<file path="src/rtl/ga_pkg.sv">
`default_nettype none
// ============================================================================
// Module      : ga_pkg
// Description : Shared types and helpers for the GA offspring datapath:
//               FSM state encoding, chromosome width, crossover mask and
//               single-bit mutation helpers.
// Revision    : 1.0 - initial release
// ============================================================================
package ga_pkg;

    localparam int CHROM_W = 8;

    typedef enum logic [1:0] {
        ST_IDLE   = 2'd0,
        ST_CROSS  = 2'd1,
        ST_MUTATE = 2'd2,
        ST_HOLD   = 2'd3
    } state_t;

    // Low k bits set: bits below the cut point come from parent A.
    function automatic logic [CHROM_W-1:0] xover_mask(input logic [2:0] k);
        return (CHROM_W'(1) << k) - CHROM_W'(1);
    endfunction

    // Invert exactly one chromosome bit at position pos.
    function automatic logic [CHROM_W-1:0] mut_flip(input logic [CHROM_W-1:0] chrom,
                                                    input logic [2:0]         pos);
        return chrom ^ (CHROM_W'(1) << pos);
    endfunction

endpackage : ga_pkg
`default_nettype wire

</file>
<file path="src/rtl/ga_breeder.sv">
`default_nettype none
// ============================================================================
// Module      : ga_breeder
// Description : Offspring generator. Accepts two parent chromosomes, applies
//               single-point crossover and probabilistic single-bit mutation
//               using two consecutive LFSR bytes, then presents the child
//               over a valid/ready handshake and counts delivered children.
// Revision    : 1.0 - initial release
// ============================================================================
module ga_breeder
    import ga_pkg::*;
#(
    parameter logic [3:0] MUT_THRESH = 4'd2,
    parameter int         CNT_W      = 16
) (
    input  logic                clk,
    input  logic                rst,
    input  logic [7:0]          rand_in,
    input  logic [CHROM_W-1:0]  parent_a,
    input  logic [CHROM_W-1:0]  parent_b,
    input  logic                in_valid,
    output logic                in_ready,
    output logic [CHROM_W-1:0]  child,
    output logic                mut_flag,
    output logic                out_valid,
    input  logic                out_ready,
    output logic [CNT_W-1:0]    child_cnt
);

    state_t              r_state;
    logic [CHROM_W-1:0]  r_parent_a;
    logic [CHROM_W-1:0]  r_parent_b;
    logic [CHROM_W-1:0]  r_xover;
    logic [CHROM_W-1:0]  r_child;
    logic                r_mut_flag;
    logic                r_out_valid;
    logic [CNT_W-1:0]    r_child_cnt;

    logic [CHROM_W-1:0]  w_mask;
    logic                w_do_mut;
    logic                w_unused_rand;

    // Bit 3 of the random byte plays no role in either stage.
    assign w_unused_rand = rand_in[3];

    // Cut point and mutation decision, taken from the byte present in the
    // current cycle (CROSS uses it for k, MUTATE for the flip decision).
    assign w_mask   = xover_mask(rand_in[2:0]);
    assign w_do_mut = (rand_in[7:4] < MUT_THRESH);

    // Ready only while idle, and never while reset is asserted.
    assign in_ready = (r_state == ST_IDLE) && !rst;

    // Single FSM sequencing accept -> crossover -> mutation -> delivery.
    always_ff @(posedge clk or posedge rst) begin
        if (rst) begin
            r_state     <= ST_IDLE;
            r_parent_a  <= '0;
            r_parent_b  <= '0;
            r_xover     <= '0;
            r_child     <= '0;
            r_mut_flag  <= 1'b0;
            r_out_valid <= 1'b0;
            r_child_cnt <= '0;
        end else begin
            unique case (r_state)
                ST_IDLE: begin
                    if (in_valid) begin
                        r_parent_a <= parent_a;
                        r_parent_b <= parent_b;
                        r_state    <= ST_CROSS;
                    end
                end
                ST_CROSS: begin
                    // Held in a separate register so the delivered child stays
                    // visible until the mutation edge overwrites it.
                    r_xover <= (r_parent_a & w_mask) | (r_parent_b & ~w_mask);
                    r_state <= ST_MUTATE;
                end
                ST_MUTATE: begin
                    if (w_do_mut) begin
                        r_child    <= mut_flip(r_xover, rand_in[2:0]);
                        r_mut_flag <= 1'b1;
                    end else begin
                        r_child    <= r_xover;
                        r_mut_flag <= 1'b0;
                    end
                    r_out_valid <= 1'b1;
                    r_state     <= ST_HOLD;
                end
                ST_HOLD: begin
                    if (out_ready) begin
                        r_out_valid <= 1'b0;
                        r_child_cnt <= r_child_cnt + CNT_W'(1);
                        r_state     <= ST_IDLE;
                    end
                end
                default: begin
                    r_state <= ST_IDLE;
                end
            endcase
        end
    end

    assign child     = r_child;
    assign mut_flag  = r_mut_flag;
    assign out_valid = r_out_valid;
    assign child_cnt = r_child_cnt;

endmodule : ga_breeder
`default_nettype wire

</file>
<file path="config.mk">
export PLATFORM = sky130hd
export DESIGN_NAME = ga_breeder
export DESIGN_NICKNAME = d
export VERILOG_FILES = /design/src/rtl/ga_pkg.sv /design/src/rtl/ga_breeder.sv
export SDC_FILE = /design/constraint.sdc
export NUM_CORES = 1
export LEC_CHECK = 0
export ABC_AREA = 1
export BUFFER_PORTS_ARGS = -buffer_cell sky130_fd_sc_hd__buf_2
export CORE_MARGIN = 3
export CORE_UTILIZATION = 54
export CTS_CLUSTER_SIZE = 16
export DETAILED_ROUTE_END_ITERATION = 10
export GPL_ROUTABILITY_DRIVEN = 0
export GPL_TIMING_DRIVEN = 0
export PLACE_DENSITY_LB_ADDON = 0.25
export SETUP_SLACK_MARGIN = 0.3
export SLEW_MARGIN = 20
export SYNTH_ARGS = -nofsm -noshare
export SYNTH_HDL_FRONTEND = slang
export SYNTH_SLANG_ARGS = --single-unit
</file>
<file path="constraint.sdc">
create_clock -name clk -period 2.2 [get_ports clk]
set_clock_uncertainty 0.2 [all_clocks]
set_input_delay 0.22 -clock clk [delete_from_list [all_inputs] [get_ports clk]]
set_output_delay 0.22 -clock clk [all_outputs]
set_load 0.03 [all_outputs]
</file>
# Word-level counts from Yosys, hierarchy flattened
# Cells that the tools add are included.
# word_totals
inputBits,28
wordCells,37
regBits,52
# classes
n_shift,1
addsub,2
eq_ne,5
magnitude_cmp,1
bitwise,5
n_reduce_logical,8
mux,7
# op_table
cell,count
16-bit by 1-bit adder with 16-bit output (second input constant),1
8-bit bitwise AND,2
8-bit two-way mux,1
8-bit NOT,1
8-bit OR,1
2-bit one-hot mux with 4 select lines,1
2-bit AND reduction,4
1-bit by 3-bit << shifter with 8-bit output (first input constant),1
8-bit by 2-bit subtractor with 8-bit output (second input constant),1
8-bit bitwise XOR,1
2-bit == test (second input constant),2
4-bit by 2-bit less-than comparator with 1-bit output (second input constant),1
2-bit two-way mux,2
2-bit != test (second input constant),2
2-bit by 1-bit == test with 1-bit output (second input constant),1
2-bit zero test,1
1-bit two-way mux,2
1-bit one-hot mux with 2 select lines,1
2-bit nonzero test,1
1-bit logical AND,1
1-bit zero test,1

# Logic depth before layout (Yosys ltp)
# Gate-level depths: netlist of run 1.
# depth
depth_word,5
mapped_depth,8
mapped_depth_nobuf,8

# Worst setup path after synthesis of run 1
# No wires, ideal clock.
# synth_timing
path_type,register -> register
start,"reg r_child_cnt[0], in the netlist child_cnt[0]"
end,"reg r_child_cnt[14], in the netlist child_cnt[14]"
path_buffers,0
t_required_ns,1.879
slack_ns,0.611
arrival_time_ns,1.268
stages_incl_launch_ff,7
cell_sequence,dfrtp_1 > ha_1 > nand3_2 > nor2_4 > nand2_1 > o21ai_1 > nand2_1
# synth_between
elab_chain_len,1
# synth_lines
element,line_no,source
"start, declared",ga_breeder.sv:37,logic [CNT_W-1:0] r_child_cnt;
"start signal, assigned",ga_breeder.sv:94,r_child_cnt <= r_child_cnt + CNT_W'(1);
16-bit by 1-bit adder with 16-bit output,ga_breeder.sv:94,
# Every way passes these cells.
# A chain may end at the register's enable or synchronous reset.

# Worst setup path after layout of run 1
# layout_timing
start,reg r_state[1]
end,out in_ready
# layout_between
elab_chain_len,2
# layout_lines
element,line_no,source
"start, declared",ga_breeder.sv:30,state_t r_state;
"start signal, assigned",ga_breeder.sv:57,r_state <= ST_IDLE;
"start signal, assigned",ga_breeder.sv:71,r_state <= ST_CROSS;
"start signal, assigned",ga_breeder.sv:78,r_state <= ST_MUTATE;
2-bit zero test,ga_breeder.sv:52,assign in_ready = (r_state == ST_IDLE) && !rst;
1-bit logical AND,ga_breeder.sv:52,
"end, declared",ga_breeder.sv:22,"output logic in_ready,"
# Every way passes these cells.

==> results of run 1 <==
[final timing paths]
path,start,to,slack (ns),cells after the start
hold reg to reg,child[7],child[7],0.28,2
hold / removal,rand_in[5],mut_flag,0.06,4
max in group asynchronous,rst,r_parent_b[4],0.94,4
setup reg to reg,r_state[0],r_parent_b[0],0.48,5
setup / recovery,r_state[1],in_ready,0.40,5
min in group asynchronous,rst,child[2],0.32,3
[critical path, delay by kind of cell, from the launching register on]
family	cells	cell delay (ns)
fa+ha+maj	1	0.20
simple gates	1	0.08
buf+inv	3	0.39
flops	1	0.41
[sequential cells by signal, indices dropped and copies added (netlist names)]
signal / count
r_xover: 8
child: 8
r_parent_b: 8
child_cnt: 16
mut_flag: 1
r_parent_a: 7
out_valid: 1
r_state: 2
[per-layer routing]
layer,share of wire (%),vias up,wire [um],global-route usage (%)
met1,48,979,2450,28.1
met4,1.1,0,58,5.73
met5,0,-,0,0
met3,4.1,6,208,4.81
met2,47,38,2400,32.7
li1,-,1081,-,-
[where the power goes]
group,internal (mW),switching (mW),leakage (nW)
clock network,0.247,0.291,0.0470
logic,0.529,0.818,0.950
registers,1.29,0.217,0.637
[cell usage after synthesis]
library cell,count,area (um^2)
buf_2,2,10.0
o21ai_0,11,55.1
clkinv_1,1,3.75
dfrtp_1,51,1280
nand2_4,2,22.5
nor2_4,2,22.5
nand4_1,2,12.5
nand2_2,4,25.0
o22ai_1,7,43.8
a21oi_1,4,20.0
nor2_1,27,101
nand3b_1,5,37.5
a31oi_1,1,6.26
nand2_1,79,297
nor2_2,2,12.5
nor3_1,2,10.0
buf_6,1,11.3
inv_1,30,113
xnor2_1,4,35.0
ha_1,6,75.1
nand3_1,18,90.1
o21ai_1,4,20.0
nor3_4,1,16.3
mux2_2,15,169
o21ai_2,1,8.76
nand3_2,2,20.0
buf_4,2,15.0
xor2_1,2,17.5
[kinds of logic after synthesis]
logic type	after synthesis	synth area share [%]
simple gates	146	26.2
flops	51	50.1
buf+inv	36	5.99
compound gates	28	6.04
mux	15	6.63
xor+xnor	6	2.06
fa+ha+maj	6	2.95
[through the flow]
step,power [mW],area (um^2),setup WS [ns],hold WS (ns),setup TNS (ns)
CTS,3.42,3130,0.390,0.0611,0
detailed placement,2.86,2890,0.466,0.116,0
global route,3.64,3130,0.319,0.0969,0
finish,3.39,3130,0.405,0.0610,0
global placement,2.78,2870,-0.0835,0.251,-4.11
floorplan,2.48,2550,0.550,0.170,0
[layout make-up]
class	count	area [um^2]
clock inverters	1	5.00
inverters	31	116
repair buffers	68	435
clock buffers	6	82.6
well taps	52	65.1
multi-input cells	201	1120
fillers	371	1310
flip-flops and latches	51	1280
plain buffers	5	36.3
[timing repair]
| action | in CTS | in global routing |
|---|---|---|
| hold endpoints to repair | 39 | 0 |
| setup buffers | 0 | 0 |
| hold buffers | 16 | 0 |
[cells in the final DEF, fill, tap and decap left out, drive strengths merged]
| master | netlist | layout |
|---|---|---|
| nand3b | 5 | 5 |
| dlygate4sd3 | 0 | 16 |
| mux2 | 15 | 15 |
| buf | 5 | 57 |
| clkbuf | 0 | 6 |
| inv | 30 | 30 |
| nor2 | 31 | 31 |
| nand2 | 85 | 85 |
| nor3 | 3 | 3 |
| nand4 | 2 | 2 |
| ha | 6 | 6 |
| o22ai | 7 | 7 |
| xor2 | 2 | 2 |
| clkinv | 1 | 2 |
| o21ai | 16 | 16 |
| dfrtp | 51 | 51 |
| a21oi | 4 | 4 |
| nand3 | 20 | 20 |
| a31oi | 1 | 1 |
| xnor2 | 4 | 4 |
==> impl_results.md, run 1 <==
* RSZ-0062 raised after global routing: false
* CP max stage cell: dfrtp_1
* Final instance count without filler cells at 415
* Core area at roughly 4400 um^2
* CP Launch Type: flip-flop
* First-pass GRT wire length at 8.76 mm
* Largest net degree at the start of global routing at 28
* CTS Buf Count at 5
* Leak Pwr at 1.63 nW
* # clock sinks at 51
* Max-slew violations at 0
* Status: complete, no violations
* DRC at 0
* Detail Placement HPWL at 3.85 mm
* Port Buffers at 51
* Clk slew on worst S/H paths at ~0.090 ns
* DIE AREA at ~5600 um^2
* Total global-route track usage at 20.4%
* Initial antenna violation count at 0
* Row Count at 24
* Router iterations before antenna repair at 4
* Area growth syn-to-layout at 23.1%
* CTS tree: done
* Final setup vio count at 0
* MaxCap Viol Count at 0
* Top Ports at 55
* Avg Cell Area, Syn at 8.84 um^2
* Antenna cells at 0
* Post-CTS sizing at 0
* Die Y at ~75 um
* Slew @ Worst Pin at around 0.56 ns
* Placed cells at 392
* CP max stage delay at 0.41 ns
* DRT iter0 DRCs at approximately 110
* Slew headroom at approximately 62%
* Worst-path fanout max at 4
* Routed Antenna Nets at 0
* Cells after Synth at 288
* Period minus WS final at 1.80 ns
* Peak supply drop at around 0.0006 V
* Via density at around 5
* Final worst-path cycle share at 81.6%
* Via count at ~2100
* Clock buffer depth at 2
* Synth Warn # at 0
* Power per cell area at 1080 nW/um^2
* Seq/Total Area, Yosys at between 50% and 60%
* Hold Fails Final Rpt at 0
* Endpoint class of the critical path: output pin
* CTS root buf: clkbuf_8
* WP data required at approximately 1.8 ns
* Routed Wire Length at between 5 and 6 mm
* Yosys cell types at 28
* Wirelength per Cell at 12.3 um
* Overflow after GRT at 0
* Initial Utilization at 57.3%
* Max Fclk at approximately 560 MHz
* Share of layout cells above drive strength 1 at 25.9%
* Most used cell, CP: inv_1
* Number of global-route vias before repair at approximately 2000
* Critical path arrival at roughly 1.4 ns
* Worst Setup Path Type: flip-flop to output pin
* Hold WC Path Type: input port to flip-flop
* Crit-path cells: inv_1, ha_1, inv_1, nor2_1, buf_2
* # H-tree levels at 2
* Register bit count reported by yosys at 51
* Die width at 74.7 um
* Core Util, Final at 70.5%
* Netlist Area Pre-Place at ~2500 um^2
* Syn_nets at roughly 320
* Clock insertion delay at the later pin of the skew report at 0.30 ns
* Fin nets at 397
Power figures use the tool's default switching activity.
==> run 2: changes to the inputs <==
Clock period 2.2 ns to 1.7 ns, I/O delays scaled along.
==> run 2 against run 1 <==
Net effect:
- routed wire length rose by 27%
- non-clock buffer count grew 14
- global-route usage is 1.1 points higher
- critical endpoint unchanged
==> impl_results.md, run 2 (same netlist as run 1, synthesis figures left out) <==
* Fin nets at 412 (was 397)
* Via density at 5.27 (was 5.07)
* Die width at 74.7 um (unchanged)
* Routed wl met3 at 269 um (was 208 um)
* Slew @ Worst Pin at 0.391 ns (was 0.562 ns)
* Worst Setup Path Type: flip-flop to output pin (unchanged)
* Final setup vio count at 0 (unchanged)
* Pre-CTS WS at 0.110 ns (was 0.466 ns)
* Commonest cells after routing, fill and taps aside: 75 x nand2_1, 50 x buf_2, 42 x dfrtp_1 (was 79 x nand2_1, 53 x buf_2, 51 x dfrtp_1)
* Critical path arrival at 1.27 ns (was 1.38 ns)
* MaxCap Viol Count at 0 (unchanged)
* Clk slew on worst S/H paths at 0.09 ns (about the same)
* Period minus WS final at 1.64 ns
* Detail Placement HPWL at 3.81 mm (was 3.85 mm)
* Wl on met1 at 2.36 mm (was 2.45 mm)
* Power per cell area at 1530 nW/um^2 (was 1080 nW/um^2)
* CTS Buf Count at 5 (unchanged)
* Final setup margin at 0.0637 ns (was 0.405 ns)
* Die Y at 74.7 um (unchanged)
* DRT iter0 DRCs at 116 (was 113)
* CTS tree: done (unchanged)
* Max reg flops at 16 (unchanged)
* Filler cells at 252 (was 371)
* First-pass GRT wire length at 9.23 mm (was 8.76 mm)
* Dpl cell area at 2920 um^2 (was 2890 um^2)
* Most common cell after layout, fill and taps aside: nand2_1 (unchanged)
* # H-tree levels at 2 (unchanged)
* Endpoint class of the critical path: output pin (unchanged)
* Met2 WL at 3.62 mm (was 2.40 mm)
* Largest net degree at the start of global routing at 52 (was 28)
* WP buf/inv at 3 (unchanged)
* Clock buffer depth at 2 (unchanged)
* Top Family by Delay on Critical Path: flip-flops (unchanged)
* Total global-route track usage at 21.6% (was 20.4%)
* Final instance count without filler cells at 431 (was 415)
* Routed Antenna Nets at 0 (unchanged)
* Register area at 1290 um^2 (was 1280 um^2)
* Router iterations before antenna repair at 4 (unchanged)
* Initial antenna violation count at 0 (unchanged)
* CP max stage delay at 0.42 ns (was 0.41 ns)
* Area growth syn-to-layout at 41.4% (was 23.1%)
* Wirelength per Cell at 15.1 um (was 12.3 um)
* Status: complete, no violations (unchanged)
* RSZ-0062 raised after global routing: true (was false)
* Design Area, Final at 3600 um^2 (was 3130 um^2)
* Crit-path cells: inv_2, ha_4, inv_4, nor2_4, buf_6 (was inv_1, ha_1, inv_1, nor2_1, buf_2)
* Routed Wire Length at 6.49 mm (was 5.12 mm)
* Leak Pwr at 1.80 nW (was 1.63 nW)
* Antenna cells at 0 (unchanged)
* Via count at 2271 (was 2104)
* Overflow after GRT at 0 (unchanged)
* # clock sinks at 51 (unchanged)
* CP Launch Type: flip-flop (unchanged)
* Port Buffers at 51 (unchanged)
* Core area at 4440 um^2 (unchanged)
* DIE AREA at 5570 um^2 (unchanged)
* Share of layout cells above drive strength 1 at 41.2% (was 25.9%)
* Top Ports at 55 (unchanged)
* Setup TNS at 0 ns (unchanged)
* Row Count at 24 (unchanged)
* Peak supply drop at 0.000932 V (was 0.000600 V)
* Max Used Layer: met4 (unchanged)
* Max-slew violations at 0 (unchanged)
* Multi-input logic area at 1350 um^2 (was 1120 um^2)
* Total power at 5.49 mW (was 3.39 mW)
* WP data required at 1.33 ns (was 1.78 ns)
* Slew headroom at 73.9% (was 62.5%)
* CP max stage cell: dfrtp_1 (unchanged)
* CTS root buf: clkbuf_8 (unchanged)
* Placed cells at 391 (was 392)
* Hold WC Path Type: input port to flip-flop (unchanged)
* Final worst-path cycle share at 96.3%
* DRC at 0 (unchanged)
* Hold Fails Final Rpt at 0 (unchanged)
* Max Fclk at 611 MHz
* Initial Utilization at 57.3% (unchanged)
* Worst-path fanout max at 3 (was 4)
* Clock insertion delay at the later pin of the skew report at 0.31 ns (was 0.30 ns)
* Number of global-route vias before repair at 2156 (was 1983)
run 2: where the power goes:
group	total, mW	internal, mW	switching [mW]
logic	2.60	1.19	1.41
clock network	0.885	0.477	0.409
registers	2.01	1.68	0.328
run 2: timing repair:
item	CTS	global route
setup buffers	4	7
hold buffers	15	1
hold endpoints to repair	66	15
pin swaps	0	13
endpoints found under the setup margin	48	53
gates resized for setup	11	49
cloned	0	4
run 2: through the flow:
stage               hold WS [ns]  util [%]
floorplan                 0.0185         -
global placement           0.202      65.7
detailed placement         0.207      65.7
CTS                      -0.0376      73.4
global route              0.0180      81.0
finish                   0.00501      81.0
run 2: layout make-up:
| class | instances | area share, % |
|---|---|---|
| multi-input cells | 201 | 37.4 |
| flip-flops and latches | 51 | 35.8 |
| repair buffers | 82 | 16.5 |
| inverters | 31 | 3.61 |
| clock buffers | 6 | 2.29 |
| well taps | 52 | 1.81 |
| plain buffers | 5 | 1.56 |
| clock inverters | 2 | 0.973 |
| repair inverters | 1 | 0.139 |
run 2: metal layers:
layer / GRT usage (%) / vias up
li1: - / 1110
met1: 23.9 / 1070
met2: 40.9 / 73
met3: 4.41 / 18
met4: 7.11 / 0
met5: 0 / -
run 2: worst reg2reg max path, delay by kind of cell, from the launching register on:
kind | cells | cell delay (ns)
and+or+nand+nor | 1 | 0.14
muxes | 1 | 0.34
DFF | 1 | 0.40
buffers and inverters | 2 | 0.24
adders and majority gates | 1 | 0.18
run 2: final timing paths:
| kind | start | end | slack, ns | cells past startpoint |
|---|---|---|---|---|
| setup / recovery | r_state[0] | in_ready | 0.06 | 5 |
| hold / removal | rand_in[5] | mut_flag | 0.005 | 4 |
| setup reg to reg | r_state[0] | r_parent_b[6] | 0.11 | 5 |
| hold reg to reg | child[0] | child[0] | 0.29 | 2 |
| max in group asynchronous | rst | r_parent_a[2] | 0.53 | 4 |
| min in group asynchronous | rst | out_valid | 0.27 | 3 |
